[src/rtl/if_id_pkg.sv]
// Shared definitions for the IF/ID pipeline register: occupancy state encoding
// and the default bubble instruction.
package if_id_pkg;

    typedef enum logic [1:0] {
        EMPTY = 2'd0,
        ONE   = 2'd1,
        TWO   = 2'd2
    } state_e;

    localparam logic [31:0] NOP_DEFAULT = 32'h0000_0000;

endpackage

[src/rtl/if_id_entry.sv]
// One IF/ID holding entry: next-PC, instruction and valid flag.
// Clear drops only the valid flag, so the PC field keeps its last value.
module if_id_entry #(
    parameter int unsigned PC_WIDTH    = 32,
    parameter int unsigned INSTR_WIDTH = 32
) (
    input  logic                   clk,
    input  logic                   rst_n,
    input  logic                   load,
    input  logic                   clear,
    input  logic [PC_WIDTH-1:0]    load_pc,
    input  logic [INSTR_WIDTH-1:0] load_instr,
    output logic [PC_WIDTH-1:0]    pc,
    output logic [INSTR_WIDTH-1:0] instr,
    output logic                   valid
);

    // Entry storage; clear has priority over load.
    always_ff @(posedge clk) begin
        if (!rst_n) begin
            pc    <= '0;
            instr <= '0;
            valid <= 1'b0;
        end else if (clear) begin
            valid <= 1'b0;
        end else if (load) begin
            pc    <= load_pc;
            instr <= load_instr;
            valid <= 1'b1;
        end
    end

endmodule

[src/rtl/if_id_pipe_reg.sv]
// IF/ID pipeline register with valid/ready handshake, flush and a saturating
// stall counter. Define IF_ID_SKID_EN for a two-entry skid buffer with a
// registered readyOUT; otherwise a single entry with combinational readyOUT.
module if_id_pipe_reg
    import if_id_pkg::*;
#(
    parameter int unsigned             PC_WIDTH    = 32,
    parameter int unsigned             INSTR_WIDTH = 32,
    parameter logic [INSTR_WIDTH-1:0]  NOP_INSTR   = INSTR_WIDTH'(NOP_DEFAULT),
    parameter int unsigned             CNT_WIDTH   = 16
) (
    input  logic                   clk,
    input  logic                   rst_n,
    input  logic [PC_WIDTH-1:0]    nextPcIN,
    input  logic [INSTR_WIDTH-1:0] instruccionIN,
    input  logic                   validIN,
    output logic                   readyOUT,
    input  logic                   flushIN,
    output logic [PC_WIDTH-1:0]    nextPcOUT,
    output logic [INSTR_WIDTH-1:0] instruccionOUT,
    output logic                   validOUT,
    input  logic                   readyIN,
    output logic [CNT_WIDTH-1:0]   stallCountOUT
);

    logic                   accept, deliver;
    logic                   main_load, main_clear, main_valid;
    logic [PC_WIDTH-1:0]    main_pc;
    logic [INSTR_WIDTH-1:0] main_instr;
    logic                   skid_valid;
    logic [PC_WIDTH-1:0]    skid_pc;
    logic [INSTR_WIDTH-1:0] skid_instr;
    logic [CNT_WIDTH-1:0]   stall_cnt;

    assign accept  = validIN && readyOUT;
    assign deliver = main_valid && readyIN;

    // Output entry loads from the skid slot when it drains, else from IF when
    // it is empty or being delivered this cycle.
    assign main_load  = (accept && (!main_valid || deliver)) || (skid_valid && deliver);
    assign main_clear = flushIN || (deliver && !main_load);

    if_id_entry #(
        .PC_WIDTH    (PC_WIDTH),
        .INSTR_WIDTH (INSTR_WIDTH)
    ) u_main (
        .clk        (clk),
        .rst_n      (rst_n),
        .load       (main_load),
        .clear      (main_clear),
        .load_pc    (skid_valid ? skid_pc : nextPcIN),
        .load_instr (skid_valid ? skid_instr : instruccionIN),
        .pc         (main_pc),
        .instr      (main_instr),
        .valid      (main_valid)
    );

`ifdef IF_ID_SKID_EN
    state_e state_q, state_d;
    logic   ready_q;

    // Skid slot catches a beat accepted while the output entry is stalled.
    if_id_entry #(
        .PC_WIDTH    (PC_WIDTH),
        .INSTR_WIDTH (INSTR_WIDTH)
    ) u_skid (
        .clk        (clk),
        .rst_n      (rst_n),
        .load       (accept && main_valid && !deliver),
        .clear      (flushIN || deliver),
        .load_pc    (nextPcIN),
        .load_instr (instruccionIN),
        .pc         (skid_pc),
        .instr      (skid_instr),
        .valid      (skid_valid)
    );

    // Occupancy next state; flush empties from any state.
    always_comb begin
        state_d = state_q;
        unique case (state_q)
            EMPTY:   if (accept) state_d = ONE;
            ONE: begin
                if (accept && !deliver)      state_d = TWO;
                else if (!accept && deliver) state_d = EMPTY;
            end
            TWO:     if (deliver) state_d = ONE;
            default: state_d = EMPTY;
        endcase
        if (flushIN) state_d = EMPTY;
    end

    // Occupancy state and registered ready.
    always_ff @(posedge clk) begin
        if (!rst_n) begin
            state_q <= EMPTY;
            ready_q <= 1'b1;
        end else begin
            state_q <= state_d;
            ready_q <= (state_d != TWO);
        end
    end

    // Gate with rst_n so nothing is accepted while reset is asserted.
    assign readyOUT = ready_q && rst_n;
`else
    assign skid_valid = 1'b0;
    assign skid_pc    = '0;
    assign skid_instr = '0;
    assign readyOUT   = rst_n && (!main_valid || readyIN);
`endif

    // Saturating count of cycles the output beat is held by ID.
    always_ff @(posedge clk) begin
        if (!rst_n) begin
            stall_cnt <= '0;
        end else if (main_valid && !readyIN && !flushIN && !(&stall_cnt)) begin
            stall_cnt <= stall_cnt + 1'b1;
        end
    end

    assign validOUT       = main_valid;
    assign nextPcOUT      = main_pc;
    assign instruccionOUT = main_valid ? main_instr : NOP_INSTR;
    assign stallCountOUT  = stall_cnt;

endmodule

[config.mk]
export PLATFORM = sky130hd
export DESIGN_NAME = if_id_pipe_reg
export DESIGN_NICKNAME = d
export VERILOG_FILES = /design/src/rtl/if_id_pkg.sv /design/src/rtl/if_id_entry.sv /design/src/rtl/if_id_pipe_reg.sv
export SDC_FILE = /design/constraint.sdc
export NUM_CORES = 1
export LEC_CHECK = 0
export CORE_AREA = 2 2 90 92
export CTS_CLUSTER_SIZE = 28
export DETAILED_ROUTE_END_ITERATION = 10
export DIE_AREA = 0 0 92 94
export HOLD_SLACK_MARGIN = 0.12
export PLACE_DENSITY = 0.81
export SYNTH_ARGS = -nofsm -noshare
export SYNTH_HDL_FRONTEND = slang
export SYNTH_SLANG_ARGS = --single-unit
[constraint.sdc]
create_clock -name clk -period 2.6 [get_ports clk]
set_input_delay 0.26 -clock clk [delete_from_list [all_inputs] [get_ports clk]]
set_output_delay 0.26 -clock clk [all_outputs]
set_load 0.05 [all_outputs]
==> run_results.csv <==
group,metric,value,unit
critical_path,slowest_stage,"clkdlybuf4s50_1",
sta,finalCritPeriodShare,0.933,
global_routing,met2_usage,0.363,
hold_path,holdCritStartpoint,"instruccionIN[3]",
critical_path,cp-start-kind,"flop",
sta,setup_viol,0,
clock_tree,clock_insertion_delay_worst_skew,0.35,ns
sta,tightest_slew,0.610,ns
critical_path,end_kind,"output pin",
die,core_area,7610,um2
global_routing,grt_pass1_wl,14100,um
sta,setup_ws,0.174,ns
power,power_density,521,nW/um2
routing,routed_wl,8690,um
sta,max_freq,412,MHz
cells_and_area,drive_gt1_frac,0.0660,
critical_path,regToRegStartpoint,"stallCountOUT[8]",
clock_tree,cts_resized,0,
logic_synthesis,synth-xor-area-share,0.00537,
clock_tree,post_cts_buffers,0,
hold_path,hold_class,"in2reg",
routing,post-route-drc-count,0,
clock_tree,root_buffer,"clkbuf_8",
die,dieArea,8650,um2
routing,wl_per_cell,13.1,um
logic_synthesis,synth_cell_types,37,
cells_and_area,fin_util,0.669,
power,ir_drop,0.271,mV
critical_path,crit_family,"buffers and inverters",
routing,via_per_inst,4.90,
die,die_x,92,um
routing,drt-initial-drc-count,108,
clock_tree,path_clk_slew,0.09,ns
critical_path,worstRegToRegCells,5,
logic_synthesis,synthSimpleGateAreaFrac,0.299,
job,drv_cap,0,
sta,slew_headroom,0.589,
global_routing,grt_overflow_total,0,
die,die_h,94,um
routing,num_vias,3246,
logic_synthesis,synthAdderAreaFrac,0.00383,
critical_path,r2r_end,"stallCountOUT[0]",
clock_tree,cts_tree,"done",
placement,routabilityCongestion,0.832,
placement,placed_area,4860,um2
critical_path,cp_num_cells,3,
global_routing,grt_pass1_vias,3123,
global_routing,gr-max-usage-layer,"met2",
clock_tree,cts-buffers-inserted,9,
cells_and_area,area_delta_synth_final,55.9,%
die,io_pins,151,
critical_path,path_buf_inv,2,
critical_path,r2r_slack,0.57,ns
logic_synthesis,yosys_warnings,0,
critical_path,crit_chain,"buf_4 > and2_1 > clkdlybuf4s50_1",
clock_tree,clock_sinks,81,
global_routing,grt_max_degree,58,
run_status,status,"complete, no violations",
logic_synthesis,synth_compound_area_frac,0.159,
global_routing,grtUsageMet1,0.219,
global_routing,grt_usage,0.202,
clock_tree,clock_path_buffers,2,
sta,finalSetupTns,0,ns
cells_and_area,nNetsFinal,626,
hold_path,holdPathEnd,"u_main.instr[3]",
routing,drt_pass1_iterations,4,
critical_path,crit_arrival,2.17,ns
logic_synthesis,syn_area,3260,um2
critical_path,crit_type,"reg2out",
logic_synthesis,ys_seq_area_frac,0.497,
logic_synthesis,synth.area.mux_share,0,
logic_synthesis,async_flop_share,0,
cells_and_area,fillers,635,
logic_synthesis,synth_fp_nets,484,
power,p_total,2.65,mW
logic_synthesis,synth_top_family_by_area,"simple AND/OR/NAND/NOR gates",
global_routing,grtUsageMet3,0.0506,
logic_synthesis,synth-seq-cells,81,
cells_and_area,design_area,5090,um2
placement,port_buffers,150,
power,leakage,1.76,nW
critical_path,path_max_fanout,25,
logic_synthesis,synth_edf_count,0,
die,num_rows,32,
sta,fin_crit,2.43,ns
clock_tree,cts.htree.levels,3,
cells_and_area,n_antenna_cell,0,
sta,slew_viol_final,0,
placement,dp_hpwl,6160,um
critical_path,crit_required,2.34,ns
global_routing,antenna_found_initial,0,
sta,hold_viol_final,0,
sta,final.setup_skew,0.0125,ns
critical_path,critPathLaunch,"u_main.valid",
placement,dp_slack,0.454,ns
routing,route.antenna.remaining_nets,0,
logic_synthesis,avgSynthCellArea,7.88,um2
sta,rsz0062_at_grt,"no",
logic_synthesis,synthCells,414,
hold_path,whs_path_depth,3,
clock_tree,postCtsHoldBufs,0,
die,initial_core_util,0.429,
critical_path,critPathMaxStageDelay,0.82,ns
logic_synthesis,ys.flop_type,"dfxtp_1",
-- cell usage after synthesis, types with 2 or more instances --
master / n / area (um2)
a21oi_1: 76 / 380
and2_1: 31 / 194
and2_2: 2 / 15.0
and3_1: 3 / 18.8
and4_1: 2 / 17.5
and4_2: 2 / 20.0
buf_1: 4 / 15.0
buf_2: 3 / 15.0
clkbuf_1: 19 / 71.3
dfxtp_1: 81 / 1620
inv_1: 3 / 11.3
nand2_1: 135 / 507
nand3_1: 5 / 25.0
nand4_1: 6 / 37.5
nor2_1: 3 / 11.3
nor3_1: 3 / 15.0
o21ai_0: 10 / 50.1
or3_1: 5 / 31.3
or3_2: 2 / 15.0
xor2_1: 2 / 17.5
-- flip-flops by register name, summed over array words and instances (netlist names) --
register	count
u_main.instr	32
u_main.pc	32
stallCountOUT	16
u_main.valid	1
-- worst min-delay path: stages --
cell             delay (ns)
clkdlybuf4s50_1        0.39
nand2_1                0.05
a21oi_1                0.05
-- layout make-up --
cell class / count / area [um2] / area share
inverter: 4 / 15.0 / 0.00295
tap: 102 / 128 / 0.0251
timing repair buffer: 157 / 1560 / 0.307
clock buffer: 11 / 151 / 0.0297
sequential: 81 / 1620 / 0.319
clock inverter: 5 / 77.6 / 0.0152
multi-input combinational: 303 / 1530 / 0.301
-- power breakdown --
part           leakage, nW  total (mW)  internal, mW  switching, mW
Combinational        0.985       0.330         0.157          0.174
Clock                0.115        1.03         0.590          0.440
Sequential           0.657        1.29          1.27         0.0167
Total                 1.76        2.65          2.02          0.631
-- cells in the final DEF, fill, tap and decap left out, types with 2 or more instances in the layout --
master | Yosys | final
a21oi_1 | 76 | 76
and2_1 | 31 | 31
and2_2 | 2 | 2
and3_1 | 3 | 2
and4_1 | 2 | 2
and4_2 | 2 | 2
buf_4 | 0 | 7
bufinv_16 | 0 | 2
clkbuf_8 | 0 | 11
clkdlybuf4s50_1 | 0 | 149
clkinv_2 | 0 | 2
dfxtp_1 | 81 | 81
inv_1 | 3 | 3
nand2_1 | 135 | 135
nand3_1 | 5 | 4
nand4_1 | 6 | 6
nor2_1 | 3 | 3
nor3_1 | 3 | 3
o21ai_0 | 10 | 10
or3_1 | 5 | 5
or3_2 | 2 | 2
xor2_1 | 2 | 2
-- worst max-delay path by stage --
stage                              endpoint  slack, ns
after CTS                 instruccionOUT[1]       0.14
final                     instruccionOUT[1]       0.17
after floorplan            stallCountOUT[0]       0.58
after global routing      instruccionOUT[1]       0.07
after global placement             readyOUT       0.47
after detailed placement           readyOUT       0.45
-- per-layer routing --
| layer | vias to the layer above | wire length (um) |
|---|---|---|
| li1 | 1657 | - |
| met1 | 1466 | 3490 |
| met2 | 104 | 4360 |
| met3 | 19 | 586 |
| met4 | 0 | 251 |
| met5 | - | 0 |
-- logic make-up (layout without fill, tap and decap cells) --
logic type | count (synthesis) | count (layout)
AO/OA/AOI/OAI | 94 | 94
XOR/XNOR | 2 | 2
adder cells (fa/ha/maj) | 1 | 1
buffers and inverters | 30 | 177
flip-flops | 81 | 81
AND/OR/NAND/NOR | 206 | 206
-- through the flow --
stage	hold slack, ns	std cells
6_report	0.449	663
2_1_floorplan	0.396	414
3_5_place_dp	0.442	647
5_1_grt	0.449	663
3_3_place_gp	0.437	647
4_1_cts	0.433	663
Note: power is estimated with default switching activity, not from simulation.
